File: src/rtl/argmax_scan_unit.sv
// Argmax scanner: reads NUM_CLASSES signed logits from a synchronous-read score RAM and reports
// the winning index and score. Define ARGMAX_MARGIN_EN to add the top/second margin check (low_conf).
module argmax_scan_unit #(
    parameter int NUM_CLASSES   = 10,
    parameter int DATA_WIDTH    = 32,
    parameter int ADDR_WIDTH    = 4,
    parameter int MARGIN_THRESH = 256
) (
    input  logic                  clk,
    input  logic                  resetn,
    input  logic                  start,
    output logic [ADDR_WIDTH-1:0] score_addr,
    input  logic [DATA_WIDTH-1:0] score_data,
    output logic                  busy,
    output logic                  done,
    output logic [3:0]            argmax_out,
    output logic [DATA_WIDTH-1:0] max_score,
    output logic                  low_conf
);

    localparam logic [1:0] ST_IDLE  = 2'd0;
    localparam logic [1:0] ST_SCAN  = 2'd1;
    localparam logic [1:0] ST_DRAIN = 2'd2;
    localparam logic [1:0] ST_DONE  = 2'd3;

    localparam logic [ADDR_WIDTH-1:0] LAST_ADDR = ADDR_WIDTH'(NUM_CLASSES - 1);
    localparam logic [3:0]            NO_RESULT = 4'd10;

    if (NUM_CLASSES < 2 || NUM_CLASSES > 15 || (1 << ADDR_WIDTH) < NUM_CLASSES ||
        MARGIN_THRESH < 0) begin : g_bad_params
        $error("argmax_scan_unit: illegal parameter combination");
    end

    logic [1:0]                    state_q, state_d;
    logic [ADDR_WIDTH-1:0]         addr_q, addr_d;
    logic                          valid_q, valid_d;
    logic [ADDR_WIDTH-1:0]         idx_q, idx_d;
    logic signed [DATA_WIDTH-1:0]  best_q, best_d;
    logic [ADDR_WIDTH-1:0]         best_idx_q, best_idx_d;
    logic [3:0]                    argmax_q, argmax_d;
    logic [DATA_WIDTH-1:0]         max_q, max_d;
    logic signed [DATA_WIDTH-1:0]  sample;

    assign sample = $signed(score_data);

`ifdef ARGMAX_MARGIN_EN
    localparam logic signed [DATA_WIDTH:0] THRESH = (DATA_WIDTH + 1)'(MARGIN_THRESH);

    logic signed [DATA_WIDTH-1:0]  second_q, second_d;
    logic                          second_vld_q, second_vld_d;
    logic                          low_conf_q, low_conf_d;
    logic signed [DATA_WIDTH:0]    margin;
`endif

    // valid_q/idx_q mark that score_data carries the logit addressed one cycle earlier.
    always_comb begin
        // NOTE: every signal gets a default first so no path through the block infers a latch.
        state_d    = state_q;
        addr_d     = addr_q;
        valid_d    = (state_q == ST_SCAN);
        idx_d      = addr_q;
        best_d     = best_q;
        best_idx_d = best_idx_q;
        argmax_d   = argmax_q;
        max_d      = max_q;
`ifdef ARGMAX_MARGIN_EN
        second_d     = second_q;
        second_vld_d = second_vld_q;
        low_conf_d   = low_conf_q;
        margin       = '0;
`endif

        if (valid_q) begin
            if (idx_q == '0) begin
                best_d     = sample;
                best_idx_d = '0;
`ifdef ARGMAX_MARGIN_EN
                second_vld_d = 1'b0;
`endif
            end else if (sample > best_q) begin
`ifdef ARGMAX_MARGIN_EN
                second_d     = best_q;
                second_vld_d = 1'b1;
`endif
                best_d     = sample;
                best_idx_d = idx_q;
            end
`ifdef ARGMAX_MARGIN_EN
            else if (!second_vld_q || sample > second_q) begin
                second_d     = sample;
                second_vld_d = 1'b1;
            end
`endif
        end

        case (state_q)
            ST_IDLE: begin
                addr_d = '0;
                if (start) state_d = ST_SCAN;
            end
            ST_SCAN: begin
                if (addr_q == LAST_ADDR) begin
                    state_d = ST_DRAIN;
                    addr_d  = '0;
                end else begin
                    addr_d = addr_q + 1'b1;
                end
            end
            ST_DRAIN: begin
                // The last logit is folded in on this same edge, so publish the *_d values.
                state_d  = ST_DONE;
                argmax_d = 4'(best_idx_d);
                max_d    = best_d;
`ifdef ARGMAX_MARGIN_EN
                margin     = {best_d[DATA_WIDTH-1], best_d} - {second_d[DATA_WIDTH-1], second_d};
                low_conf_d = (margin < THRESH);
                if (margin < THRESH) argmax_d = NO_RESULT;
`endif
            end
            ST_DONE: begin
                addr_d = '0;
                if (!start) state_d = ST_IDLE;
            end
            default: begin
                state_d = ST_IDLE;
                addr_d  = '0;
            end
        endcase
    end

    always_ff @(posedge clk) begin
        if (!resetn) begin
            state_q    <= ST_IDLE;
            addr_q     <= '0;
            valid_q    <= 1'b0;
            idx_q      <= '0;
            best_q     <= '0;
            best_idx_q <= '0;
            argmax_q   <= NO_RESULT;
            max_q      <= '0;
`ifdef ARGMAX_MARGIN_EN
            second_q     <= '0;
            second_vld_q <= 1'b0;
            low_conf_q   <= 1'b0;
`endif
        end else begin
            // NOTE: non-blocking assignments so every flop samples the pre-edge values.
            state_q    <= state_d;
            addr_q     <= addr_d;
            valid_q    <= valid_d;
            idx_q      <= idx_d;
            best_q     <= best_d;
            best_idx_q <= best_idx_d;
            argmax_q   <= argmax_d;
            max_q      <= max_d;
`ifdef ARGMAX_MARGIN_EN
            second_q     <= second_d;
            second_vld_q <= second_vld_d;
            low_conf_q   <= low_conf_d;
`endif
        end
    end

    assign score_addr = addr_q;
    assign busy       = (state_q == ST_SCAN) || (state_q == ST_DRAIN);
    assign done       = (state_q == ST_DONE);
    assign argmax_out = argmax_q;
    assign max_score  = max_q;
`ifdef ARGMAX_MARGIN_EN
    assign low_conf   = low_conf_q;
`else
    assign low_conf   = 1'b0;
`endif

endmodule
File: config.mk
export PLATFORM = sky130hd
export DESIGN_NAME = argmax_scan_unit
export DESIGN_NICKNAME = d
export VERILOG_FILES = /design/src/rtl/argmax_scan_unit.sv
export SDC_FILE = /design/constraint.sdc
export NUM_CORES = 1
export LEC_CHECK = 0
export ABC_AREA = 1
export BUFFER_PORTS_ARGS = -buffer_cell sky130_fd_sc_hd__buf_4
export CORE_AREA = 2 2 94 142
export DETAILED_ROUTE_END_ITERATION = 16
export DIE_AREA = 0 0 96 144
export SLEW_MARGIN = 30
export SYNTH_ARGS = -nofsm -noshare
export SYNTH_HDL_FRONTEND = slang
export SYNTH_SLANG_ARGS = --single-unit
export TNS_END_PERCENT = 5
File: constraint.sdc
create_clock -name clk -period 2.1 [get_ports clk]
set_input_delay 0.21 -clock clk [delete_from_list [all_inputs] [get_ports clk]]
set_output_delay 0.21 -clock clk [all_outputs]
set_load 0.01 [all_outputs]
; ---- Word-level counts from Yosys, hierarchy flattened
; Cells that the tools add are included.
[word_totals]
register_bits = 83
word_cells = 35
input_bits = 35
output_inout_bits = 43
[classes]
n_reduce_logical = 6
order_cmp = 1
n_mux = 12
n_eq_ne = 7
n_addsub = 1
[ops]
columns = op, count
row1 = $mux W32, 3
row2 = $gt A32 B32 Y1, 1
row3 = $mux W4, 4
row4 = $pmux W2 S4, 1
row5 = $pmux W4 S2, 1
row6 = $mux W2, 3
row7 = $add A4 B1 Y4 const B, 1
row8 = $eq A2 B2 Y1 const B, 2
row9 = $eq A4 B4 Y1 const B, 1
row10 = $logic_not A4 Y1, 1
row11 = $ne A2 B2 Y1 const B, 2
row12 = $reduce_and A3 Y1, 1
row13 = $eq A2 B1 Y1 const B, 1
row14 = $logic_not A2 Y1, 1
row15 = $ne A2 B1 Y1 const B, 1
row16 = $reduce_bool A2 Y1, 1
row17 = $reduce_or A2 Y1, 1
row18 = $logic_or A1 B1 Y1, 1

; ---- Logic depth before layout (Yosys ltp)
[logic_depth]
word_depth = 4
ltp_mapped = 22
mapped_depth_nobuf = 21

; ---- Worst setup path before layout
; No wires, ideal clock.
[synth_path]
path_kind = flip-flop to flip-flop
start = reg best_q[31]
end = reg max_q[10] (netlist: max_score[10])
path_slack_ns = 0.097
arrival_ns = 1.894
stages_incl_launch_ff = 17
path_buffers = 1
setup_ns = 0.109
required_ns = 1.991
synth_period_minus_slack_ns = 2.003
cell_sequence = dfxtp_1 > inv_1 > ha_1 > a21oi_1 > o21a_1 > nand2_1 > a21oi_2 > nand2_2 > nand2_2 > nand3_4 > nand2_4 > nand2_4 > buf_6 > nand2_2 > nand3_1 > nand2_1 > inv_1
[synth_between]
elab_chain_len = 4
[synth_lines]
columns = element, line
row1 = from (decl), 38  ; logic signed [DATA_WIDTH-1:0] best_q, best_d;
row2 = from (signal assigned), 152  ; best_q <= best_d;
row3 = $gt A32 B32 Y1, 80  ; end else if (sample > best_q) begin
row4 = $mux W32, 80
row5 = $mux W32, 74  ; if (idx_q == '0) begin
row6 = $mux W32, 73  ; if (valid_q) begin
row7 = to (signal assigned), 155  ; max_q <= max_d;
row8 = to (decl), 41  ; logic [DATA_WIDTH-1:0] max_q, max_d;
; No other way between the ends.
; A chain may end at the register's enable or synchronous reset.

; ---- Worst setup path in the final report
[layout_path]
start = reg best_q[21]
end = reg max_q[10] (netlist: max_score[10])
; Same word-level chain as after synthesis.

==> metrics.md <==
| Metric | Value |
|---|---|
| Worst Hold Path EP | valid_q |
| First-pass GRT wire length | 17,300 um |
| Met2 GRT Util | 28.6% |
| Worst Clk Skew | 7.83 ps |
| DR vias | 4,132 |
| Vias in the first global route | 3,879 |
| Core area | 0.0127 sq mm |
| Syn avg cell area | 7.12 sq um |
| Placer Congestion | 0.801 |
| Global Route Usage Sum | 16.1% |
| Clk_lat worst skew | 340 ps |
| Pleak | 2.78 nW |
| DIE AREA | 0.0138 sq mm |
| Clk pwr share | 23.6% |
| Initial core utilization | 34.2% |
| Crit end category | register |
| Clock root cell | clkbuf_16 |
| Final wirelength | 11,300 um |
| Hold path depth | 3 |
| Post-Syn Nets | 684 |
| Power, Total | 6.55 mW |
| Combinational share of power | 43.3% |
| R2R Setup Slk | -70 ps |
| Min Hold Slack | 133 ps |
| Hold crit path type | in -> reg |
| Synth async-reset ratio | 0% |
| DRC Markers | 0 |
| Growth of design area from synthesis to finish | 41.3% |
| Reg power frac | 33.0% |
| Max Freq | 460 MHz |
| CTS tree | yes |
| Fin crit period | 2170 ps |
| Layout cells sized above 1 | 36.1% |
| Chip height | 144 um |
| # setup viols final | 38 |
| # rows | 51 |
| CTS buffer count | 9 |
| Fin worst setup slack | -73.7 ps |
| Max FO, Critical Path | 12 |
| Most frequent cells in the layout | buf_4, inv_1, nand2_1, nor2_1, dfxtp_1 |
| VDD IR max | 0.741 mV |
| Psw | 2.41 mW |
| Cells after Synth | 609 |
| Storage cell area | 0.00169 sq mm |
| Synth unique cells | 31 |
| IO buf count | 76 |
| Status | finished with violations |
| Clock sink total | 83 |
| Multi-input logic area | 0.00262 sq mm |
| Largest net degree at the start of global routing | 73 |
| Post-synth EDFFs | 0 |
| Maxcap violations | 0 |
| WP data arrival | 2410 ps |
| Worst reg2reg startpoint | best_q[21] |
| Hold Crit Start | resetn |
| Gr ovfl total | 0 |
| Pre-Repair DR Iteration Count | 4 |
| Fillcell total | 1,214 |
| Req. time, crit path | 2330 ps |
| Mapped Area | 0.00434 sq mm |
| GR Util met1 | 18.3% |
| #FFs+latches synth | 83 |
| Initial DRC count | 210 |
| Failing checks | negative setup slack |
| Hold Violations, Final | 0 |
| Clock transition at path regs | 60 ps |
| Wirelength per Cell | 13.0 um |
| Initial antenna violation count | 0 |
| Most Crowded Layer GR | met2 |
| Max-slew violations | 0 |
| RSZ-0062 raised after global routing | true |
| Ys flop type | dfxtp_1 |
| M3 GR Usage | 3.44% |
| Period utilization | 104% |
| Dpl hpwl | 7640 um |
| CP Launch Type | register |
| Yosys warns | 0 |
| Die X | 96 um |
| Seq/Total Area, Yosys | 38.3% |
| Worst slack at placement | -119 ps |
| Post-DRT Antenna Nets | 0 |
| Setup CP Type | reg -> reg |
| Ant diodes | 0 |
| Net Sw Frac | 36.8% |
| Most common cell after layout, fill and taps aside | buf_4 |
| Nets@finish | 781 |
| Total I/O pin count | 78 |
| Pint | 4.14 mW |
| Drt via density | 4.75 |
| Longest Clk Path Bufs | 2 |
| H-tree depth | 3 |
| Number of cells on the worst reg-to-reg path | 16 |
| Power Density | 1070 mW/mm^2 |
| Worst r2r dst | max_score[10] |
## flip-flops by register name, indices dropped and copies added (netlist names)
name,cells
max_score,32
valid_q,1
idx_q,4
argmax_out,4
state_q,2
best_idx_q,4
best_q,32
score_addr,4
## worst max path at each step
stage	from	end	slack, ps	depth (start not counted)
after global routing	best_q[5]	max_score[18]	-220	19
after detailed placement	best_q[15]	max_score[27]	-120	17
after floorplan	best_q[31]	max_score[10]	100	16
after CTS	best_q[17]	max_score[9]	-70	19
final	best_q[21]	max_score[10]	-70	16
after global placement	score_data[11]	max_score[29]	-50	17
## layout make-up
type,count,share of cell area (%)
clock buffers,13,4.58
well taps,159,3.25
repair buffers,114,15.5
flip-flops and latches,83,27.6
inverters,98,6.00
clock inverters,3,0.327
multi-input cells,400,42.7
## cells by family after synthesis
logic type,synth area share (%)
AO/OA/AOI/OAI,8.17
flip-flops,38.3
adder cells (fa/ha/maj),11.5
AND/OR/NAND/NOR,29.6
other,0.0865
XOR/XNOR,0.202
buffers and inverters,12.1
## worst max-delay path, stage by stage (launching register included)
cell	delay (ps)
dfxtp_2	320
inv_1	40
ha_1	300
nand2_1	80
nor2_2	100
nand4_1	140
nor2_4	140
nand2_2	90
nand2_2	80
nand2_2	70
nand3_4	110
nand2_8	90
buf_12	160
nand3_1	120
nand3_2	90
nand2_1	90
inv_1	30
## routing by layer
layer  vias to the layer above  wire length, um  share of wire, %
li1                       2121                -                 -
met3                        18              449               4.0
met1                      1914             4510                40
met4                         0              268               2.4
met2                        79             6110                54
met5                         -                0                 0
## Yosys cell counts (2+ instances only)
master    number  area (sq um)
buf_2          6          30.0
o21a_1         2          15.0
a21oi_1       53           265
buf_4          6          45.0
dfxtp_1       83          1660
o22ai_1        2          12.5
nand3_1       72           360
nor3_1         2          10.0
nand2_1      113           424
nand2_2       12          75.1
nor2_2         2          12.5
clkbuf_1      13          48.8
buf_6          3          33.8
o21ai_0        3          15.0
nand2_4        2          22.5
inv_1         98           368
nand4_1        7          43.8
nor2_1        78           293
ha_1          40           500
## power by group through the flow
stage / combinational [mW] / sequential (mW) / clock, mW
final: 2.84 / 2.16 / 1.55
after global routing: 3.20 / 2.21 / 1.67
after CTS: 2.56 / 2.15 / 1.60
after detailed placement: 2.51 / 2.18 / 0
after global placement: 2.47 / 2.16 / 0
after floorplan: 1.52 / 2.25 / 0
## what timing repair did
| action | 4_1_cts | 5_1_grt |
|---|---|---|
| setup endpoints to repair | 56 | 72 |
| endpoints found under the hold margin | 0 | 0 |
| setup buffers | 2 | 4 |
| gates resized for setup | 15 | 108 |
| cloned | 0 | 2 |
| hold buffers | 0 | 0 |
| pin swaps | 10 | 42 |
## metrics by stage
stage	TNS (ps)	std cells	instance area [sq um]	utilization, %
6_report	-1710	870	6130	48.2
5_1_grt	-10780	870	6130	48.2
4_1_cts	-1460	864	5580	43.9
3_5_place_dp	-2360	846	5210	41.1
3_3_place_gp	-796	846	5210	41.1
2_1_floorplan	0	609	4340	-
(Power assumes the default switching activity.)
